## config.mk

```make
export PLATFORM = sky130hd
export DESIGN_NAME = reset_sequencer_flat
export DESIGN_NICKNAME = d
export VERILOG_FILES = /design/src/rtl/reset_sequencer_if.sv /design/src/rtl/reset_sequencer.sv /design/src/flat_wrapper.sv
export SDC_FILE = /design/constraint.sdc
export NUM_CORES = 1
export LEC_CHECK = 0
export CORE_UTILIZATION = 58
export CTS_CLUSTER_DIAMETER = 200
export CTS_CLUSTER_SIZE = 8
export DETAILED_ROUTE_END_ITERATION = 16
export GPL_TIMING_DRIVEN = 0
export PLACE_DENSITY = 0.83
export SETUP_SLACK_MARGIN = 0.4
export SYNTH_ARGS = -nofsm -noshare
export SYNTH_HDL_FRONTEND = slang
export SYNTH_SLANG_ARGS = --single-unit
```

## constraint.sdc

```tcl
create_clock -name USER_CLK -period 3.3 [get_ports USER_CLK]
set_input_delay 0.66 -clock USER_CLK [delete_from_list [all_inputs] [get_ports USER_CLK]]
set_output_delay 0.66 -clock USER_CLK [all_outputs]
set_load 0.01 [all_outputs]
```

## src/rtl/reset_sequencer_if.sv

```systemverilog
// Reset sequencer bus: soft-reset request in, per-channel resets and status out.
interface reset_sequencer_if #(
  parameter int unsigned NUM_CH    = 4,
  parameter int unsigned CNT_WIDTH = 16
);
  logic                 SOFT_RST_REQ;
  logic [NUM_CH-1:0]    CH_RST;
  logic [NUM_CH-1:0]    CH_RSTN;
  logic                 SEQ_DONE;
  logic                 SOFT_RST_BUSY;
  logic [CNT_WIDTH-1:0] CYCLE_COUNT;
  logic                 TIMEOUT;

  modport master (
    input  SOFT_RST_REQ,
    output CH_RST, CH_RSTN, SEQ_DONE, SOFT_RST_BUSY, CYCLE_COUNT, TIMEOUT
  );

  modport slave (
    output SOFT_RST_REQ,
    input  CH_RST, CH_RSTN, SEQ_DONE, SOFT_RST_BUSY, CYCLE_COUNT, TIMEOUT
  );
endinterface

```

## src/rtl/reset_sequencer.sv

```systemverilog
// Staggered release of NUM_CH reset domains with soft-reset replay,
// a saturating cycle counter and a sticky timeout flag.
module reset_sequencer #(
  parameter int unsigned NUM_CH       = 4,
  parameter int unsigned BASE_DELAY   = 4,
  parameter int unsigned DELAY_STEP   = 4,
  parameter int unsigned SOFT_RST_LEN = 8,
  parameter int unsigned MAX_CYCLES   = 1000,
  parameter int unsigned CNT_WIDTH    = 16
) (
  input logic USER_CLK,
  input logic USER_RST,
  reset_sequencer_if.master bus
);

  typedef enum logic [1:0] {HOLD, RELEASE, RUN, SOFT} state_e;

  localparam logic [CNT_WIDTH-1:0] FIRST_REL = CNT_WIDTH'(BASE_DELAY);
  localparam logic [CNT_WIDTH-1:0] LAST_REL  = CNT_WIDTH'(BASE_DELAY + (NUM_CH - 1) * DELAY_STEP);
  localparam logic [CNT_WIDTH-1:0] SOFT_END  = CNT_WIDTH'(SOFT_RST_LEN);
  localparam logic [CNT_WIDTH-1:0] MAX_CNT   = CNT_WIDTH'(MAX_CYCLES);

  state_e               state_q, state_d;
  logic [CNT_WIDTH-1:0] t_q, t_d;
  logic [CNT_WIDTH-1:0] s_q, s_d;
  logic [CNT_WIDTH-1:0] cnt_q, cnt_d;
  logic [NUM_CH-1:0]    ch_rst_q, ch_rst_d;
  logic                 done_q, done_d;
  logic                 busy_q, busy_d;
  logic                 tmo_q, tmo_d;

  always_comb begin
    state_d  = state_q;
    t_d      = t_q;
    s_d      = s_q;
    ch_rst_d = ch_rst_q;
    done_d   = done_q;
    busy_d   = busy_q;
    cnt_d    = (cnt_q == '1) ? cnt_q : cnt_q + CNT_WIDTH'(1);
    tmo_d    = tmo_q | ((MAX_CYCLES != 0) && (cnt_d == MAX_CNT));

    case (state_q)
      HOLD, RELEASE: begin
        t_d = t_q + CNT_WIDTH'(1);
        for (int unsigned k = 0; k < NUM_CH; k++) begin
          if (t_d == CNT_WIDTH'(BASE_DELAY + k * DELAY_STEP)) ch_rst_d[k] = 1'b0;
        end
        // Last-release test first so a single channel goes straight to RUN.
        if (t_d == LAST_REL) begin
          state_d = RUN;
          done_d  = 1'b1;
          busy_d  = 1'b0;
        end else if (t_d == FIRST_REL) begin
          state_d = RELEASE;
        end
      end
      RUN: begin
        if (bus.SOFT_RST_REQ) begin
          state_d  = SOFT;
          ch_rst_d = '1;
          done_d   = 1'b0;
          busy_d   = 1'b1;
          s_d      = '0;
        end
      end
      SOFT: begin
        s_d = s_q + CNT_WIDTH'(1);
        if (s_d == SOFT_END) begin
          state_d = HOLD;
          t_d     = '0;
        end
      end
      default: state_d = HOLD;
    endcase
  end

  always_ff @(posedge USER_CLK) begin
    if (USER_RST) begin
      state_q  <= HOLD;
      t_q      <= '0;
      s_q      <= '0;
      cnt_q    <= '0;
      ch_rst_q <= '1;
      done_q   <= 1'b0;
      busy_q   <= 1'b0;
      tmo_q    <= 1'b0;
    end else begin
      state_q  <= state_d;
      t_q      <= t_d;
      s_q      <= s_d;
      cnt_q    <= cnt_d;
      ch_rst_q <= ch_rst_d;
      done_q   <= done_d;
      busy_q   <= busy_d;
      tmo_q    <= tmo_d;
    end
  end

  assign bus.CH_RST        = ch_rst_q;
  assign bus.CH_RSTN       = ~ch_rst_q;
  assign bus.SEQ_DONE      = done_q;
  assign bus.SOFT_RST_BUSY = busy_q;
  assign bus.CYCLE_COUNT   = cnt_q;
  assign bus.TIMEOUT       = tmo_q;

endmodule

```

## src/flat_wrapper.sv

```systemverilog
// flat-port wrapper written by rule: the top's interface ports become plain ports
module reset_sequencer_flat 
#(
  parameter int unsigned NUM_CH       = 4,
  parameter int unsigned BASE_DELAY   = 4,
  parameter int unsigned DELAY_STEP   = 4,
  parameter int unsigned SOFT_RST_LEN = 8,
  parameter int unsigned MAX_CYCLES   = 1000,
  parameter int unsigned CNT_WIDTH    = 16
)
  (USER_CLK, USER_RST, bus_SOFT_RST_REQ, bus_CH_RST, bus_CH_RSTN, bus_SEQ_DONE, bus_SOFT_RST_BUSY, bus_CYCLE_COUNT, bus_TIMEOUT);
  reset_sequencer_if #(.NUM_CH(NUM_CH), .CNT_WIDTH(CNT_WIDTH)) bus_i ();
  input logic USER_CLK;
  input logic USER_RST;
  input wire logic [$bits(bus_i.SOFT_RST_REQ)-1:0] bus_SOFT_RST_REQ;
  output wire logic [$bits(bus_i.CH_RST)-1:0] bus_CH_RST;
  output wire logic [$bits(bus_i.CH_RSTN)-1:0] bus_CH_RSTN;
  output wire logic [$bits(bus_i.SEQ_DONE)-1:0] bus_SEQ_DONE;
  output wire logic [$bits(bus_i.SOFT_RST_BUSY)-1:0] bus_SOFT_RST_BUSY;
  output wire logic [$bits(bus_i.CYCLE_COUNT)-1:0] bus_CYCLE_COUNT;
  output wire logic [$bits(bus_i.TIMEOUT)-1:0] bus_TIMEOUT;
  assign bus_i.SOFT_RST_REQ = bus_SOFT_RST_REQ;
  assign bus_CH_RST = bus_i.CH_RST;
  assign bus_CH_RSTN = bus_i.CH_RSTN;
  assign bus_SEQ_DONE = bus_i.SEQ_DONE;
  assign bus_SOFT_RST_BUSY = bus_i.SOFT_RST_BUSY;
  assign bus_CYCLE_COUNT = bus_i.CYCLE_COUNT;
  assign bus_TIMEOUT = bus_i.TIMEOUT;
  reset_sequencer #(.NUM_CH(NUM_CH), .BASE_DELAY(BASE_DELAY), .DELAY_STEP(DELAY_STEP), .SOFT_RST_LEN(SOFT_RST_LEN), .MAX_CYCLES(MAX_CYCLES), .CNT_WIDTH(CNT_WIDTH)) u_core (.USER_CLK(USER_CLK), .USER_RST(USER_RST), .bus(bus_i));
endmodule
```

; Yosys cells after proc, flatten, opt, wreduce, memory -nomap -nowiden
; Cells that the tools add are included.
[word_totals]
regBits = 57
elab_cells = 66
[classes]
add_sub_neg = 3
eq_ne = 17
mux = 21
bitwise_logic = 2
n_reduce_logical = 12
[op_table]
columns = cell, n
row1 = $pmux W16 S2, 2
row2 = $add A16 B1 Y16 const B, 3
row3 = $eq A16 B4 Y1 const B, 3
row4 = $mux W16, 3
row5 = $eq A16 B10 Y1 const B, 1
row6 = $eq A16 B16 Y1 const B, 1
row7 = $eq A16 B3 Y1 const B, 1
row8 = $eq A16 B5 Y1 const B, 1
row9 = $reduce_and A3 Y1, 5
row10 = $ne A2 B1 Y1 const B, 5
row11 = $mux W2, 4
row12 = $pmux W4 S2, 1
row13 = $mux W1, 7
row14 = $pmux W2 S3, 1
row15 = $reduce_bool A2 Y1, 3
row16 = $eq A2 B2 Y1 const B, 2
row17 = $mux W4, 1
row18 = $not A4 Y4, 1
row19 = $pmux W1 S2, 2
row20 = $reduce_and A2 Y1, 2
row21 = $ne A3 B1 Y1 const B, 1
row22 = $eq A2 B1 Y1 const B, 1
row23 = $logic_not A2 Y1, 1
row24 = $ne A2 B2 Y1 const B, 1
row25 = 2 further kinds, 2

; Longest topological paths before layout
[depth]
word_depth = 5
depth_mapped = 9
mapped_depth_nobuf = 7

; Least setup slack after synthesis
; No wires, ideal clock.
[synth_path]
kind = register -> register
start = register u_core.t_q[0]
end = register u_core.ch_rst_q[3], in the netlist u_core.bus.CH_RST[3]
setup_time_ns = 0.122
t_arrival_ns = 2.636
required_ns = 3.178
path_slack_ns = 0.542
stages_incl_launch_ff = 10
n_path_buf = 2
period_less_slack_ns = 2.758
cell_sequence = dfxtp_1 > ha_1 > clkbuf_1 > nand4_1 > a211oi_2 > o21ai_1 > or4_1 > buf_2 > or3b_4 > a221o_1
[synth_between]
elab_chain_len = 4
[synth_lines]
columns = element, line
row1 = "start, declared", reset_sequencer.sv:24  ; logic [CNT_WIDTH-1:0] t_q, t_d;
row2 = "start signal, assigned", reset_sequencer.sv:89  ; t_q <= t_d;
row3 = $add A16 B1 Y16, reset_sequencer.sv:44  ; t_d = t_q + CNT_WIDTH'(1);
row4 = $eq A16 B5 Y1, reset_sequencer.sv:46  ; if (t_d == CNT_WIDTH'(BASE_DELAY + k * DELAY_STEP)) ch_rst_d[k] = 1'b0;
row5 = $ne A2 B1 Y1 (no source line), --
row6 = $reduce_and A3 Y1 (no source line), --
row7 = "end signal, assigned", reset_sequencer.sv:92  ; ch_rst_q <= ch_rst_d;
row8 = "end, declared", reset_sequencer.sv:27  ; logic [NUM_CH-1:0] ch_rst_q, ch_rst_d;
; No other way between the ends.
; A chain may end at the register's enable or synchronous reset.

; Worst setup path in the final report
; Same ends and word-level chain as after synthesis.

==> results list <==
- Outcome: finished clean
* Clock tree root driver cell: sky130_fd_sc_hd__clkbuf_8
* DRT Pass-1 Iters: 5
* Slew at the pin with the worst max-slew slack: between 0.7 and 0.8 ns
- Area taken by multi-input logic gates: 0.002059 mm2
* Number of max-capacitance violations reported: 0
- Sequential cells were found to cover 34.21% of the synthesized design area.
- Critical Path Sink Type: flip-flop
- Clk Latency, worst-skew pair: 0.34 ns
- The first global-routing pass estimated 13320 um of wire.
- Share of power burned in combinational logic: under 10%
- Detail Placement HPWL: 5495 um
- The max-slew violation count is 0.
* Max Clk Rate: 0.3500 GHz
- Library cell contributing the largest single delay on the critical path: sky130_fd_sc_hd__or4_4
- Final Net Count: roughly 480
- After detailed routing, the number of vias per cell comes to 6.146.
- Top-level I/O count: 30
* Final setup vio count: 0
* Worst-path clk slew: 0.06 ns
- Overall die area: 0.006058 mm2
- Internal power comes to 1.090 mW.
- Summed over all cells, the static leakage comes to 1.403 nW.
- The path class of the tightest hold or removal check is flip-flop to flip-flop.
- Summed instance area of the synthesized netlist: 0.003336 mm2
- The number of nets in the synthesized netlist is around 430.
* Most used flip-flop cell after synthesis: sky130_fd_sc_hd__dfxtp_1
- The H-tree was split into 3 levels.
- After clock tree synthesis, the flow added hold-fix buffers numbering 0.
- Pwr per Cell Area: 355.7 mW/mm2
* Count of flip-flops with a built-in enable after synthesis: 0
- For this configuration, the core starts out at a cell density of 60.21%.
- TritonCTS sink count: 57
- Number of distinct library cells after synthesis: 57
* Remaining max-slew budget at the tightest pin: slightly below 50%
* Final cell utilization of the core: 72.36%
* Cells traversed along the worst timing path: ha_2 > or4b_4 > a211oi_2 > o21ai_1 > or4_4 > buf_6 > or3b_4 > a221o_1
* Net Sw Power: 0.3360 mW
- Type of the worst setup path: flip-flop to flip-flop
- Final hold vios: 0
- After synthesis, the mean cell area works out to 7.830 um2.
- The cell family contributing the most delay on the critical path is simple AND/OR/NAND/NOR gates.
- Vias in the first global route: 2924
- Clk network pwr share: 46.0%
* CTS tree: done
- Max rail drop VDD: 247.0 uV
* CP Launch Type: flip-flop
- Placeable core area: 0.005540 mm2
* Buffers on Ports: 29
- Clock skew on the completed layout was measured at 0.007116 ns.
* Die height: 77.84 um
* Number of flip-flops and latches in the synthesized netlist: 57
- At the end of routability-driven placement, the weighted congestion stood at slightly below 0.9.
- Of all nets on the critical path, the largest fanout is 7.
* Number of antenna-violating nets in the routed design: 0
* Slowest cell delay on critical path: 0.52 ns
* Area taken by flip-flops and latches: 0.001146 mm2
- Die Width: 77.84 um
- Counting both buffers and inverters, the worst setup path holds a total of 1.
* Max Root-Sink Buffers: 2
- Global routing consumed, over all layers together, 27.77% of the routing resources.
* Number of antenna violations at the first check in global routing: 0
- Residual DRC count: 0
* Data arrival time at the worst-slack endpoint: 3.09 ns
- Part of the power in registers: 49.6%
- Routed length per placed instance: ~15 um
- Pin count of the biggest net entering global routing: 11
- After floorplanning, the core was divided into 27 placement rows.
- Worst path required time: about 3.5 ns
* Filler cell count in the final layout: 451
- Counting every instance in the synthesized netlist gives between 400 and 500.
- After routing, the total negative slack on setup checks comes to 0 ns.
- In the synthesized netlist the async set-or-reset flop fraction comes to 0%.
- TritonCTS created 9 clock buffers.
* Final Critical Period: 2.857 ns
* Overall via count from detail_route: around 3.4k
- Proportion of layout cells with a drive suffix above 1: 10.08%
- Yosys warning count: 0
- Iteration-0 DRC count of the detailed router: 200
* Area added between synthesis and finish: 20.18%
* Period utilisation layout: 86.59%
- The repair_antennas step left the layout with diodes totalling 0.
* Drt total wl: 8182 um
- Global routing finished with a remaining overflow of 0.
- Setup repair after global routing could not meet its margin everywhere.
* Fraction of power spent switching nets: 23.57%
-- cell usage in the layout (no fill, tap or decap), types with 4 or more instances in the layout --
master	instances
sky130_fd_sc_hd__nor4_1	6
sky130_fd_sc_hd__nand4_1	15
sky130_fd_sc_hd__inv_1	13
sky130_fd_sc_hd__a21oi_1	22
sky130_fd_sc_hd__nand3_1	17
sky130_fd_sc_hd__nor3_1	15
sky130_fd_sc_hd__clkdlybuf4s50_1	29
sky130_fd_sc_hd__buf_4	5
sky130_fd_sc_hd__or2_2	5
sky130_fd_sc_hd__and2_1	4
sky130_fd_sc_hd__mux2i_1	4
sky130_fd_sc_hd__and3_1	7
sky130_fd_sc_hd__xor2_1	16
sky130_fd_sc_hd__nand2_1	34
sky130_fd_sc_hd__xnor2_1	14
sky130_fd_sc_hd__clkbuf_1	23
sky130_fd_sc_hd__nand2b_1	7
sky130_fd_sc_hd__buf_1	6
sky130_fd_sc_hd__a31o_2	4
sky130_fd_sc_hd__o31ai_1	4
sky130_fd_sc_hd__a22o_1	13
sky130_fd_sc_hd__a311oi_1	6
sky130_fd_sc_hd__clkbuf_8	10
sky130_fd_sc_hd__a31oi_1	8
sky130_fd_sc_hd__nor2_1	43
sky130_fd_sc_hd__and4_1	5
sky130_fd_sc_hd__dfxtp_1	55
sky130_fd_sc_hd__o21ai_0	21
-- worst register-to-register path, stage by stage (launching register included) --
cell,delay [ns]
sky130_fd_sc_hd__dfxtp_4,0.37
sky130_fd_sc_hd__ha_2,0.21
sky130_fd_sc_hd__or4b_4,0.48
sky130_fd_sc_hd__a211oi_2,0.19
sky130_fd_sc_hd__o21ai_1,0.08
sky130_fd_sc_hd__or4_4,0.52
sky130_fd_sc_hd__buf_6,0.14
sky130_fd_sc_hd__or3b_4,0.41
sky130_fd_sc_hd__a221o_1,0.35
-- area by class of cell --
class                           count  area share [%]
Sequential cell                    57           28.59
Inverter                           13           1.217
Buffer                             33           3.683
Clock buffer                       13           3.714
Timing Repair Buffer               34           8.177
Clock inverter                      3          0.9988
Multi-Input combinational cell    323           51.37
Tap cell                           72           2.247
-- layer usage --
metal | vias up | GRT usage [%] | wire length, um
li1 | 1653 | - | -
met1 | 1568 | 37.69 | 3781
met2 | 126 | 42.04 | 3593
met3 | 21 | 5.647 | 610
met4 | 0 | 12.83 | 197
met5 | - | 0 | 0
-- final timing paths --
check / cells after the start / startpoint / slack (ns) / end
worst min-delay path: 2 / u_core.bus.SEQ_DONE / 0.49 / u_core.bus.SEQ_DONE
worst min register to register: 2 / u_core.bus.SEQ_DONE / 0.49 / u_core.bus.SEQ_DONE
worst max-delay path: 8 / u_core.t_q[0] / 0.44 / u_core.bus.CH_RST[3]
worst max register to register: 8 / u_core.t_q[0] / 0.44 / u_core.bus.CH_RST[3]
-- power by group through the flow --
stage          clock network [mW]  logic [mW]  registers, mW
2_1_floorplan                   0      0.0380          0.720
3_3_place_gp                    0      0.0598          0.721
3_5_place_dp                    0      0.0613          0.721
4_1_cts                     0.659      0.0619          0.706
5_1_grt                     0.686      0.0708          0.707
6_report                    0.655      0.0640          0.707
-- Yosys cell counts (all sizes together) (2+ instances only) --
cell	number	area (um2)
o31a	2	17.52
or4	2	15.01
nand2b	7	43.79
or4b	2	23.77
clkbuf	23	86.33
nand2	34	127.6
and2	4	25.02
a21oi	23	115.1
xnor2	14	122.6
a311oi	6	52.55
inv	13	48.80
a22o	13	113.9
nor2b	2	12.51
mux2i	4	40.04
o211ai	3	22.52
nor4	8	50.05
nor3b	3	22.52
and3	7	43.79
ha	4	50.05
buf	10	48.79
nand4b	2	17.52
nor4b	3	26.28
nor2	43	161.4
a211oi	3	27.52
a31o	4	35.03
and4	5	43.79
nand3	17	85.08
or3	3	18.77
o21ai	23	115.1
o31ai	5	37.54
nor3	16	80.08
or2	5	31.28
nand4	15	93.84
xor2	16	140.1
a22oi	2	15.01
dfxtp	57	1141
a31oi	8	50.05
-- through the flow --
step                total power [mW]  instance area, um2  instances  setup slack, ns  hold WS, ns
CTS                            1.426                3953        545           0.4064       0.4949
finish                         1.426                4009        548           0.4426       0.4898
floorplan                     0.7579                3336        426           0.5424       0.4704
detailed placement            0.7822                3716        527          0.05200       0.4835
global route                   1.464                4009        548           0.3398       0.5273
global placement              0.7808                3716        527          0.09244       0.4713
-- kinds of logic (layout without fill, tap and decap cells) --
group | after synthesis | in the layout | synth area share [%]
AOI/OAI and AO/OA | 103 | 103 | 20.86
xor gates and xnor gates | 30 | 30 | 7.877
adders and majority gates | 4 | 4 | 1.500
buffers and inverters | 46 | 96 | 5.514
DFF | 57 | 57 | 34.21
muxes | 5 | 5 | 1.538
and+or+nand+nor | 181 | 181 | 28.51
-- sequential cells by signal (all words and copies together), names as in the netlist --
signal                    flops
u_core.bus.CYCLE_COUNT       16
u_core.bus.CH_RST             4
u_core.s_q                   16
u_core.bus.SEQ_DONE           1
u_core.t_q                   16
u_core.bus.SOFT_RST_BUSY      1
u_core.state_q                2
u_core.bus.TIMEOUT            1
-- timing repair --
item	CTS	global route
endpoints found under the setup margin	13	13
buffers inserted	2	3
pin swaps	2	4
resized for setup	8	14
hold endpoints to repair	0	0
Power figures use the tool's default switching activity.
==> RTL change (same settings) <==
`t_q` and `s_q` no longer have a reset.
--- a/src/rtl/reset_sequencer.sv
+++ b/src/rtl/reset_sequencer.sv
@@ -77,8 +77,6 @@
   always_ff @(posedge USER_CLK) begin
     if (USER_RST) begin
       state_q  <= HOLD;
-      t_q      <= '0;
-      s_q      <= '0;
       cnt_q    <= '0;
       ch_rst_q <= '1;
       done_q   <= 1'b0;
@@ -86,14 +84,17 @@
       tmo_q    <= 1'b0;
     end else begin
       state_q  <= state_d;
-      t_q      <= t_d;
-      s_q      <= s_d;
       cnt_q    <= cnt_d;
       ch_rst_q <= ch_rst_d;
       done_q   <= done_d;
       busy_q   <= busy_d;
       tmo_q    <= tmo_d;
     end
+  end
+
+  always_ff @(posedge USER_CLK) begin
+    t_q <= t_d;
+    s_q <= s_d;
   end
 
   assign bus.CH_RST        = ch_rst_q;
Check against the original RTL: not equivalent (a bounded check fails within 4 cycles, from zero or initial values and one cycle with USER_RST high).
==> RTL change against the original RTL <==
- worst setup slack improved by 51 ps
- highest routed layer unchanged
- critical path type unchanged
- sequential share of layout area increased by 7.9 points
- area after synthesis increased by 1.5%
- first-iteration DRC count decreased by 35%
- count of clock-buffer cells in the layout decreased by 2
- largest cell class unchanged
- hold slack got worse by 17 ps
- sequential cell count unchanged
- wire length decreased by 12%
- cell area decreased by 0.12%
Power is not compared: it rests on default switching activity, and its combinational part moved more than twofold at a synthesized area within 25%.
==> RTL change: results (changes against the original RTL) <==
status complete, no violations; # resized after CTS 3 (-5); Slew HR 0.4767 (-0.02065); chip width 78.39 um (+0.71%); global-route wire length before repair 11960 um (-10%); Worst path slowest cell or4_1; number of global-route vias before repair 2585 (-12%); met1 Resource Use GR 0.3410 (-0.03586); Commonest cells post-synth nor2_1, edfxtp_1, nand2_1, dfxtp_1, xnor2_1; WL final 7236 um (-12%); adder-cell share of the synthesized area 0.01848 (+0.003481); All-Layer GR Usage 0.2506 (-0.02708); I/O Buffers 29 (unchanged); ant diodes 0 (unchanged); drt wl/cell 14.86 um (-0.48%); Num CTS Buffers 9 (unchanged); Syn Nets 372 (-14%); post-synthesis mux area share 0.01774 (+0.002366); Worst path max stage delay 590 ps (+70 ps); Placer Congestion 0.8585 (-1.5%); Synth area leaders edfxtp_1, dfxtp_1, xnor2_1; Non-clock inverters 12 (-1); Post-synth EDFFs 32 (+32); GR Layer Usage met2 0.3851 (-0.03527); metal3 WL 348 um (-43%); Metal-1 WL 3554 um (-6.0%); met3 Use GR 0.05581 (-0.0006566); vias 2844 (-16%); initial DRC count 131 (-35%); Clock buf/inv share 0.03875 (-0.008379); Max IR drop VDD 0.3298 mV; Synth Warn # 0 (unchanged); clock transition at the registers of the reported paths about 70 ps; register area 0.001461 sq mm (+28%); Compound-Gate Fraction of Synth Area 0.08466 (-0.1239); post-synthesis cell type count 58 (+1.8%); Setup TNS 0 ps (unchanged); Power, Total 2.017 mW; met2 routed WL 3188 um (-11%); pre-CTS setup slack 297.5 ps (+245.5 ps); placed inst area 0.003769 sq mm (+1.4%); Worst Hold Class reg -> reg; share of cells above drive strength 1 0.1181 (+0.01723); Fillers 415 (-8.0%); XOR/XNOR Fraction of Synth Area 0.09575 (+0.01698); clk_buf instances 11 (-2); largest net degree at the start of global routing 18 (+7); critical path arrival 3040 ps (-50 ps); Non-clock buffers, area share 0.1047 (-0.01391); placed cells 465 (-12%); Layout Nets 418 (-13%); dpl hpwl 4863 um (-12%); Multi-In Gates 281 (-13%); sequential-to-total area share from yosys stat 0.4318 (+0.08971); setup bufs post-CTS 0 (-2); Synth Instances 364 (-15%); multi-input gate share of total cell area 0.4578 (-0.05592); skew final 11.74 ps (+4.629 ps); bufs w/o clock 49 (-27%)
RTL change: cell types whose count changed after synthesis, sizes merged, moves of 5 or more:
cell,change
dfxtp,-32
edfxtp,+32
clkbuf,-15
a21oi,-13
a22o,-13
xnor2,+11
nor2,+9
a31oi,-7
a311oi,-6
and3,+6
o21ai,-6
buf,-5
RTL change: path summary, 6_finish.rpt:
| kind | endpoint | cells after the start | slack, ps | startpoint |
|---|---|---|---|---|
| setup / recovery | u_core.bus.CH_RST[3]$_SDFFE_PP1P_ | 7 | 490 | u_core.t_q[0]$_SDFFCE_PP0P_ |
| hold reg to reg | u_core.bus.TIMEOUT$_SDFF_PP0_ | 2 | 470 | u_core.bus.TIMEOUT$_SDFF_PP0_ |
| setup reg to reg | u_core.bus.CH_RST[3]$_SDFFE_PP1P_ | 7 | 490 | u_core.t_q[0]$_SDFFCE_PP0P_ |
| hold / removal | u_core.bus.TIMEOUT$_SDFF_PP0_ | 2 | 470 | u_core.bus.TIMEOUT$_SDFF_PP0_ |
